File: config.mk
export PLATFORM = sky130hd
export DESIGN_NAME = led_fade_engine_flat
export DESIGN_NICKNAME = d
export VERILOG_FILES = /design/src/rtl/led_fade_engine_if.sv /design/src/rtl/led_fade_engine.sv /design/src/flat_wrapper.sv
export SDC_FILE = /design/constraint.sdc
export NUM_CORES = 1
export LEC_CHECK = 0
export CAP_MARGIN = 20
export CELL_PAD_IN_SITES_DETAIL_PLACEMENT = 0
export CELL_PAD_IN_SITES_GLOBAL_PLACEMENT = 1
export CORE_MARGIN = 2
export CORE_UTILIZATION = 45
export DETAILED_ROUTE_END_ITERATION = 8
export DONT_BUFFER_PORTS = 1
export PLACE_DENSITY = 0.84
export SYNTH_ARGS = -nofsm -noshare
export SYNTH_HDL_FRONTEND = slang
export SYNTH_SLANG_ARGS = --single-unit
File: constraint.sdc
create_clock -name clk -period 9.79 [get_ports clk]
set_input_delay 0.4895 -clock clk [delete_from_list [all_inputs] [get_ports clk]]
set_output_delay 0.4895 -clock clk [all_outputs]
set_load 0.05 [all_outputs]
File: src/rtl/led_fade_engine_if.sv
// ---------------------------------------------------------------------------
// led_fade_engine_if
// Bundle between the LED animation sequencer and the fade engine.
//   master modport : sequencer side (drives requests/config, reads status)
//   slave modport  : fade engine side
// Signals:
//   start, stop    single-cycle requests
//   repeat_en      1 = breathe continuously, 0 = one breath (sampled at start)
//   ch_mask        per-channel enable (sampled at start)
//   max_level      peak level (sampled at start)
//   step_div       clk cycles per level step, 0 behaves as 1 (sampled at start)
//   hold_steps     step ticks held at the peak (sampled at start)
//   pwm_out        PWM outputs, one per channel
//   level          current brightness level
//   busy           engine is not idle
//   peak           one-cycle pulse when the peak level is reached
//   done           one-cycle pulse on return to idle
// ---------------------------------------------------------------------------
interface led_fade_engine_if #(
    parameter int CH     = 4,
    parameter int PWM_W  = 8,
    parameter int STEP_W = 16
);
    logic              start;
    logic              stop;
    logic              repeat_en;
    logic [CH-1:0]     ch_mask;
    logic [PWM_W-1:0]  max_level;
    logic [STEP_W-1:0] step_div;
    logic [STEP_W-1:0] hold_steps;
    logic [CH-1:0]     pwm_out;
    logic [PWM_W-1:0]  level;
    logic              busy;
    logic              peak;
    logic              done;

    modport master (
        output start, stop, repeat_en, ch_mask, max_level, step_div, hold_steps,
        input  pwm_out, level, busy, peak, done
    );

    modport slave (
        input  start, stop, repeat_en, ch_mask, max_level, step_div, hold_steps,
        output pwm_out, level, busy, peak, done
    );
endinterface

File: src/rtl/led_fade_engine.sv
// ---------------------------------------------------------------------------
// led_fade_engine
// Multi-channel LED breathing controller. A single fade engine ramps a shared
// level 0 -> max -> 0 on a programmable step tick, and the level drives CH
// masked PWM outputs that share one free-running PWM counter.
// Ports:
//   clk   clock
//   rst   asynchronous, active-high reset
//   bus   led_fade_engine_if.slave (requests, config, PWM outputs, status)
// Optional build macro:
//   LED_FADE_GAMMA_EN  when defined, duty = (level*level) >> PWM_W giving a
//                      perceptual curve; otherwise duty = level. Level and FSM
//                      timing are identical in both builds.
// ---------------------------------------------------------------------------
module led_fade_engine #(
    parameter int CH     = 4,
    parameter int PWM_W  = 8,
    parameter int STEP_W = 16
) (
    input  logic                clk,
    input  logic                rst,
    led_fade_engine_if.slave    bus
);
    localparam logic [STEP_W-1:0] STEP_ONE = {{(STEP_W-1){1'b0}}, 1'b1};
    localparam logic [PWM_W-1:0]  PWM_ONE  = {{(PWM_W-1){1'b0}}, 1'b1};

    typedef enum logic [1:0] {IDLE, RAMP_UP, HOLD_HI, RAMP_DOWN} state_t;

    state_t            r_state;
    logic [PWM_W-1:0]  r_level;
    logic [PWM_W-1:0]  r_pwm_cnt;
    logic [CH-1:0]     r_pwm_out;
    logic [STEP_W-1:0] r_step_cnt;
    logic [STEP_W-1:0] r_hold_cnt;
    logic              r_repeat;
    logic [CH-1:0]     r_ch_mask;
    logic [PWM_W-1:0]  r_max_level;
    logic [STEP_W-1:0] r_step_div;
    logic [STEP_W-1:0] r_hold_steps;
    logic              r_stop_pending;
    logic              r_busy;
    logic              r_peak;
    logic              r_done;

    logic [STEP_W-1:0] w_div_eff;
    logic              w_tick;
    logic              w_stop_now;
    logic [PWM_W-1:0]  w_lvl_up;
    logic [PWM_W-1:0]  w_lvl_dn;
    logic [PWM_W-1:0]  w_duty;
    logic [CH-1:0]     w_pwm_next;

    // A divider of 0 behaves as 1 so the engine always makes progress.
    assign w_div_eff  = (r_step_div == '0) ? STEP_ONE : r_step_div;
    assign w_tick     = (r_state != IDLE) && (r_step_cnt == (w_div_eff - STEP_ONE));
    // A stop arriving on the very cycle of the final down step still counts.
    assign w_stop_now = r_stop_pending | bus.stop;
    assign w_lvl_up   = r_level + PWM_ONE;
    assign w_lvl_dn   = (r_level != '0) ? (r_level - PWM_ONE) : '0;

    always_ff @(posedge clk or posedge rst) begin
        if (rst) begin
            r_state        <= IDLE;
            r_level        <= '0;
            r_step_cnt     <= '0;
            r_hold_cnt     <= '0;
            r_repeat       <= 1'b0;
            r_ch_mask      <= '0;
            r_max_level    <= '0;
            r_step_div     <= '0;
            r_hold_steps   <= '0;
            r_stop_pending <= 1'b0;
            r_busy         <= 1'b0;
            r_peak         <= 1'b0;
            r_done         <= 1'b0;
        end else begin
            r_peak <= 1'b0;
            r_done <= 1'b0;
            if (r_state != IDLE) begin
                r_step_cnt <= w_tick ? '0 : (r_step_cnt + STEP_ONE);
                if (bus.stop) begin
                    r_stop_pending <= 1'b1;
                end
            end
            // Branches below that change state also clear the step counter,
            // overriding the free count above.
            case (r_state)
                IDLE: begin
                    if (bus.start) begin
                        r_repeat       <= bus.repeat_en;
                        r_ch_mask      <= bus.ch_mask;
                        r_max_level    <= bus.max_level;
                        r_step_div     <= bus.step_div;
                        r_hold_steps   <= bus.hold_steps;
                        r_level        <= '0;
                        r_stop_pending <= 1'b0;
                        r_step_cnt     <= '0;
                        r_hold_cnt     <= '0;
                        r_busy         <= 1'b1;
                        r_state        <= RAMP_UP;
                    end
                end
                RAMP_UP: begin
                    if (w_tick) begin
                        if (r_level < r_max_level) begin
                            r_level <= w_lvl_up;
                        end
                        // level never exceeds max, so "not below" means the
                        // max_level == 0 case
                        if ((r_level >= r_max_level) || (w_lvl_up == r_max_level)) begin
                            r_peak     <= 1'b1;
                            r_step_cnt <= '0;
                            r_hold_cnt <= '0;
                            r_state    <= HOLD_HI;
                        end
                    end
                end
                HOLD_HI: begin
                    if (r_hold_steps == '0) begin
                        r_step_cnt <= '0;
                        r_state    <= RAMP_DOWN;
                    end else if (w_tick) begin
                        if (r_hold_cnt == (r_hold_steps - STEP_ONE)) begin
                            r_step_cnt <= '0;
                            r_state    <= RAMP_DOWN;
                        end else begin
                            r_hold_cnt <= r_hold_cnt + STEP_ONE;
                        end
                    end
                end
                RAMP_DOWN: begin
                    if (w_tick) begin
                        r_level <= w_lvl_dn;
                        if (w_lvl_dn == '0) begin
                            r_step_cnt <= '0;
                            if (r_repeat && !w_stop_now) begin
                                r_state <= RAMP_UP;
                            end else begin
                                r_busy  <= 1'b0;
                                r_done  <= 1'b1;
                                r_state <= IDLE;
                            end
                        end
                    end
                end
                default: begin
                    r_state <= IDLE;
                    r_busy  <= 1'b0;
                end
            endcase
        end
    end

`ifdef LED_FADE_GAMMA_EN
    logic [2*PWM_W-1:0] w_lvl_ext;
    logic [2*PWM_W-1:0] w_sq;
    assign w_lvl_ext = {{PWM_W{1'b0}}, r_level};
    assign w_sq      = w_lvl_ext * w_lvl_ext;
    assign w_duty    = PWM_W'(w_sq >> PWM_W);
`else
    assign w_duty = r_level;
`endif

    // Counter values 0..duty-1 drive high, so duty 0 is constant low.
    generate
        for (genvar gi = 0; gi < CH; gi++) begin : g_pwm
            assign w_pwm_next[gi] = r_ch_mask[gi] & (r_pwm_cnt < w_duty);
        end
    endgenerate

    always_ff @(posedge clk or posedge rst) begin
        if (rst) begin
            r_pwm_cnt <= '0;
            r_pwm_out <= '0;
        end else begin
            r_pwm_cnt <= r_pwm_cnt + PWM_ONE;
            r_pwm_out <= w_pwm_next;
        end
    end

    assign bus.pwm_out = r_pwm_out;
    assign bus.level   = r_level;
    assign bus.busy    = r_busy;
    assign bus.peak    = r_peak;
    assign bus.done    = r_done;
endmodule

File: src/flat_wrapper.sv
// flat-port wrapper written by rule: the top's interface ports become plain ports
module led_fade_engine_flat 
#(
    parameter int CH     = 4,
    parameter int PWM_W  = 8,
    parameter int STEP_W = 16
)
  (clk, rst, bus_start, bus_stop, bus_repeat_en, bus_ch_mask, bus_max_level, bus_step_div, bus_hold_steps, bus_pwm_out, bus_level, bus_busy, bus_peak, bus_done);
  led_fade_engine_if #(.CH(CH), .PWM_W(PWM_W), .STEP_W(STEP_W)) bus_i ();
  input  logic clk;
  input  logic rst;
  input wire logic [$bits(bus_i.start)-1:0] bus_start;
  input wire logic [$bits(bus_i.stop)-1:0] bus_stop;
  input wire logic [$bits(bus_i.repeat_en)-1:0] bus_repeat_en;
  input wire logic [$bits(bus_i.ch_mask)-1:0] bus_ch_mask;
  input wire logic [$bits(bus_i.max_level)-1:0] bus_max_level;
  input wire logic [$bits(bus_i.step_div)-1:0] bus_step_div;
  input wire logic [$bits(bus_i.hold_steps)-1:0] bus_hold_steps;
  output wire logic [$bits(bus_i.pwm_out)-1:0] bus_pwm_out;
  output wire logic [$bits(bus_i.level)-1:0] bus_level;
  output wire logic [$bits(bus_i.busy)-1:0] bus_busy;
  output wire logic [$bits(bus_i.peak)-1:0] bus_peak;
  output wire logic [$bits(bus_i.done)-1:0] bus_done;
  assign bus_i.start = bus_start;
  assign bus_i.stop = bus_stop;
  assign bus_i.repeat_en = bus_repeat_en;
  assign bus_i.ch_mask = bus_ch_mask;
  assign bus_i.max_level = bus_max_level;
  assign bus_i.step_div = bus_step_div;
  assign bus_i.hold_steps = bus_hold_steps;
  assign bus_pwm_out = bus_i.pwm_out;
  assign bus_level = bus_i.level;
  assign bus_busy = bus_i.busy;
  assign bus_peak = bus_i.peak;
  assign bus_done = bus_i.done;
  led_fade_engine #(.CH(CH), .PWM_W(PWM_W), .STEP_W(STEP_W)) u_core (.clk(clk), .rst(rst), .bus(bus_i));
endmodule
### Word level (Yosys, flattened, before mapping)

Cells that the tools add are included.

* flip-flop bits (word level): 103
* bits in latches: 0
* RAM bits: 0
* ROM bits: 0
* output and inout port bits: 15
* word-level logic and storage cells: 117
* memories kept: 0

* add/sub/neg operators: 7
* $mul: 0
* div/mod/pow operators: 0
* $lt $le $gt $ge: 3
* equality and inequality tests: 18
* shift operators: 0
* multiplexer cells: 51
* bitwise logic cells: 5
* reduce and logical (&&, ||, !) cells: 18

Operator list (count)
* $mux W16: 17
* $pmux W16 S4: 1
* $pmux W16 S3: 1
* $mux W8: 5
* $add A16 B1 Y16 const B: 2
* $eq A16 B16 Y1: 2
* $logic_not A16 Y1: 2
* $sub A16 B1 Y16 const B: 2
* $pmux W8 S3: 1
* $add A8 B1 Y8 const B: 2
* $lt A8 B8 Y1: 2
* $mux W1: 16
* $mux W2: 8
* $reduce_and A7 Y1: 2
* $ne A2 B1 Y1 const B: 6
* $reduce_and A5 Y1: 2
* $eq A8 B8 Y1: 1
* $ge A8 B8 Y1: 1
* $logic_not A8 Y1: 1
* $ne A2 B2 Y1 const B: 4
* $pmux W2 S4: 1
* $reduce_bool A8 Y1: 1
* $sub A8 B1 Y8 const B: 1
* $ne A3 B1 Y1 const B: 2
* other kinds (12): 19

### Logic depth before layout (Yosys ltp)

* word-level depth: 11
* mapped depth: 15
* gate-level depth less buffers: 13

### Least setup slack after synthesis

OpenSTA, ideal clock, no wires.

* path type: register to register
* start point: register u_core.r_step_div[4]
* end point: register u_core.r_state[1]
* setup time: 0.125 ns
* arrival time: 3.881 ns
* data required time: 9.665 ns
* slack: 5.784 ns
* stages on the path, launching flop included: 14
* buffers on the path: 1
* cells stage by stage: dfrtp_1 > buf_6 > nor4_1 > and3_1 > a21oi_1 > ha_1 > or3b_1 > nor4_1 > a311o_1 > a211oi_1 > nand4_4 > or4_4 > a211oi_2 > mux2_2

* word-level cells in the longest chain between the ends: 7
* elaborated cells on any way between the ends: 9
* classes of those cells: add/sub: 1; eq/ne: 4; mux: 1; reduce/logical: 3

Ends and longest elaborated chain
* from (decl): line led_fade_engine.sv:38 `logic [STEP_W-1:0] r_step_div;`
* from (signal assigned): line led_fade_engine.sv:93 `r_step_div <= bus.step_div;`
* $logic_not A16 Y1: line led_fade_engine.sv:54 `assign w_div_eff = (r_step_div == '0) ? STEP_ONE : r_step_div;`
* $mux W16 (*): line led_fade_engine.sv:54
* $sub A16 B1 Y16 (*): line led_fade_engine.sv:55 `assign w_tick = (r_state != IDLE) && (r_step_cnt == (w_div_eff - STEP_ONE));`
* $eq A16 B16 Y1 (*): line led_fade_engine.sv:55
* $logic_and A1 B1 Y1 (*): line led_fade_engine.sv:55
* $ne A3 B1 Y1 (no line) or $ne A2 B1 Y1 (tied branches)
* $reduce_and A7 Y1 (no line) (*)
* to (signal assigned): line led_fade_engine.sv:63 `r_state <= IDLE;`
* to (signal assigned): line led_fade_engine.sv:100 `r_state <= RAMP_UP;`
* to (signal assigned): line led_fade_engine.sv:114 `r_state <= HOLD_HI;`
* to (decl): line led_fade_engine.sv:29 `state_t r_state;`

Every way passes the cells marked *; elsewhere a longest branch is shown, timed or not.
A chain may end at the register's enable or synchronous reset.

### Worst setup path after layout

Ends and elaborated chain as after synthesis.

==> impl_metrics.ini <==
[logic_synthesis]
synth.area.mux_share_pct = 9.15
netlist_instances = 687
syn_nets = 764
synth_seq_cells = 103
async_reset_ff_share_pct = 100
yosysWarnings = 0
synth_compound_area_share_pct = 13.4
synth_simple_gate_area_share_pct = 20.6
synth_edf_count = 0
synth_cell_types = 70
ys.flop_type = dfrtp_1
synth_xor_area_share_pct = 8.94
syn_area_um2 = 6660
post_synth.cell_area_avg_um2 = 9.69
synth_top_family_by_area = simple AND/OR/NAND/NOR gates
synth-seq-area-share_pct = 38.7
synthAdderAreaFrac_pct = 5.26

[pwr]
p_per_area_nw_per_um2 = 303
netSwitchingFraction_pct = 44.8
peakVddDrop_mv = 0.140
clkPwrFrac_pct = 17.6
comb_power_share_pct = 44.3
total_power_w = 0.00215
p_switching_w = 0.000963
p_int_w = 0.00119
pwr-share-seq_pct = 38.1
p_leak_nw = 3.00

[worst_setup_path]
critPathKind = flop to flop
critPathRequiredTime_ns = 10.04
crit_top_cell = nor4_1
crit_start = u_core.r_step_div[4]
worstRegToRegCells = 13
path_cells = nor4_1 -> and3_1 -> a21oi_1 -> ha_1 -> or3b_1 -> nor4_1 -> a311o_1 -> a211oi_1 -> nand4_4 -> o31ai_4 -> o21ai_1 -> a211oi_2 -> mux2_2
arrival_ns = 4.74
cp-start-kind = flop
crit_path_top_delay_cell = nor4_1
rr_endpoint = u_core.r_state[1]
cp_slowest_stage_delay_ns = 0.63
rrSetupSlack_ns = 5.30
critPathCaptureType = flop
reg2reg_from = u_core.r_step_div[4]
crit_end = u_core.r_state[1]
critPathMaxFanout = 10

[clock_tree]
clock_path_buffers = 2
post-cts-setup-buffers = 0
cts_max_level = 3
numCtsBuffers = 9
numClockSinks = 103
path_clk_slew_ns = 0.08
cts_hold_buf = 1
post_cts_resize_count = 0
cts_tree = yes
clk_latency_ns = 0.36
root_buffer = clkbuf_16

[placement]
pre_cts_slack_ns = 5.38
hpwlAfterDp_um = 11100
io_buffers = 0
gp_congestion = 0.873

[global_routing]
gr-usage-all-layers_pct = 20.0
grt_pass1_vias = 5003
grt_overflow = 0
grt_pass1_wl_um = 25600
grt_max_degree = 75
antenna_found_initial = 0

[floorplan]
ios = 64
die_area_um2 = 15800
core_region_area_um2 = 14500
die_h_um = 126
die_w_um = 126
start_util_pct = 46.0
rows = 44

[timing]
max_freq_mhz = 223
relSlewSlack_pct = 25.3
fin_crit_sh_pct = 45.9
period_needed_ns = 4.49
hold_violations = 0
finalSetupViolations = 0
tns_ns = 0
rsz0062_at_grt = no
tightest_slew_ns = 1.11
fin_ws_ns = 5.30
slew_violations = 0
skew_ns = 0.0109

[routing]
postRouteAntennaNets = 0
routedWlPerCell_um = 17.6
wl_met2_um = 7430
wl_met1_um = 6780
drt_first_iter_violations = 372
wl_met3_um = 628
vias_per_cell = 5.91
vias = 5086
drt_wl_total_um = 15100
route.top_layer_used = met4
drc = 0
drt-pass1-iter-count = 5

[min_path]
hp-class = input port to flop

[cells_and_area]
area_delta_synth_final_pct = 6.58
drive_gt1_share_pct = 12.6
layout.nets = 749
antenna_cells = 0

[status]
status = complete, no violations

[job]
cap_violations = 0
-- worst min-delay path by stage --
stage                              startpoint                 endpoint  slack (ns)  depth (start not counted)
after global routing       bus_hold_steps[15]  u_core.r_hold_steps[15]        0.26                          1
after global placement                    rst      u_core.r_ch_mask[1]        0.38                          1
after detailed placement                  rst      u_core.r_ch_mask[1]        0.38                          1
final                                bus_stop    u_core.r_stop_pending        0.27                          1
after floorplan           u_core.r_ch_mask[0]    u_core.bus.pwm_out[0]        0.45                          1
after CTS                            bus_stop    u_core.r_stop_pending        0.26                          1
-- Yosys cell counts, types with 8 or more instances --
cell | count | area [µm²]
mux2i_1 | 8 | 80.1
inv_1 | 37 | 139
and3_1 | 16 | 100
a21oi_1 | 22 | 110
xnor2_1 | 38 | 333
nor2b_1 | 9 | 56.3
and2_1 | 9 | 56.3
mux2_2 | 47 | 529
o21ai_0 | 25 | 125
clkbuf_1 | 24 | 90.1
a21o_1 | 15 | 113
nand3_1 | 25 | 125
ha_1 | 28 | 350
nor3_1 | 27 | 135
nand4_1 | 17 | 106
dfrtp_1 | 103 | 2580
nor2_1 | 37 | 139
nand2_1 | 38 | 143
nand2b_1 | 9 | 56.3
xor2_1 | 30 | 263
nor4_1 | 14 | 87.6
-- registers in the layout, indices dropped and copies added, names as in the netlist, 2 cells and up --
name and count:
u_core.r_hold_cnt 16, u_core.r_hold_steps 16, u_core.r_step_cnt 16, u_core.r_step_div 16, u_core.bus.level 8, u_core.r_max_level 8
u_core.r_pwm_cnt 8, u_core.bus.pwm_out 4, u_core.r_ch_mask 4, u_core.r_state 2
-- layout make-up --
cell class / instances / area [µm²]
Clock inverter: 6 / 76.3
Inverter: 37 / 141
Multi-Input combinational cell: 518 / 3820
Sequential cell: 103 / 2580
Tap cell: 184 / 230
Clock buffer: 10 / 229
Fill cell: 1353 / 7380
Timing Repair Buffer: 3 / 25.0
-- stage by stage --
stage               hold WS (ns)  std cells  area, µm²  util, %
global route               0.258        861       7100     49.0
floorplan                  0.447        687       6660        -
CTS                        0.256        861       7100     49.0
global placement           0.376        844       6780     46.8
detailed placement         0.384        844       6780     46.8
finish                     0.266        861       7100     49.0
-- power groups by stage --
stage / Sequential [W] / Combinational (W) / Clock [W]
2_1_floorplan: 0.000731 / 0.000838 / 0
3_3_place_gp: 0.000819 / 0.000926 / 0
3_5_place_dp: 0.000827 / 0.000950 / 0
4_1_cts: 0.000819 / 0.000958 / 0.000388
5_1_grt: 0.000849 / 0.00108 / 0.000404
6_report: 0.000820 / 0.000953 / 0.000379
-- kinds of logic (layout without fill, tap and decap cells) --
family	after synthesis	after routing
compound gates	122	122
simple gates	245	245
buf+inv	66	56
fa+ha+maj	28	28
flops	103	103
xor+xnor	68	68
mux	55	55
-- cells in the final DEF (no fill, tap or decap), types with 27 or more instances in the layout --
cell / n
mux2_2: 47
xnor2_1: 38
dfrtp_1: 103
inv_1: 36
nor3_1: 27
nand2_1: 37
xor2_1: 30
nor2_1: 37
ha_1: 28
-- per-layer routing --
layer | global-route usage, % | vias to the layer above
met5 | 0 | -
met1 | 27.1 | 2521
li1 | - | 2456
met4 | 6.47 | 0
met2 | 32.2 | 92
met3 | 3.99 | 17
-- worst max-delay path: cells and delay by family, from the launching register on --
| kind | cells | cell delay (ns) |
|---|---|---|
| and+or+nand+nor | 5 | 1.61 |
| AOI/OAI and AO/OA | 6 | 1.68 |
| DFF | 1 | 0.47 |
| adders and majority gates | 1 | 0.24 |
| muxes | 1 | 0.36 |
Note: power is estimated with default switching activity, not from simulation.
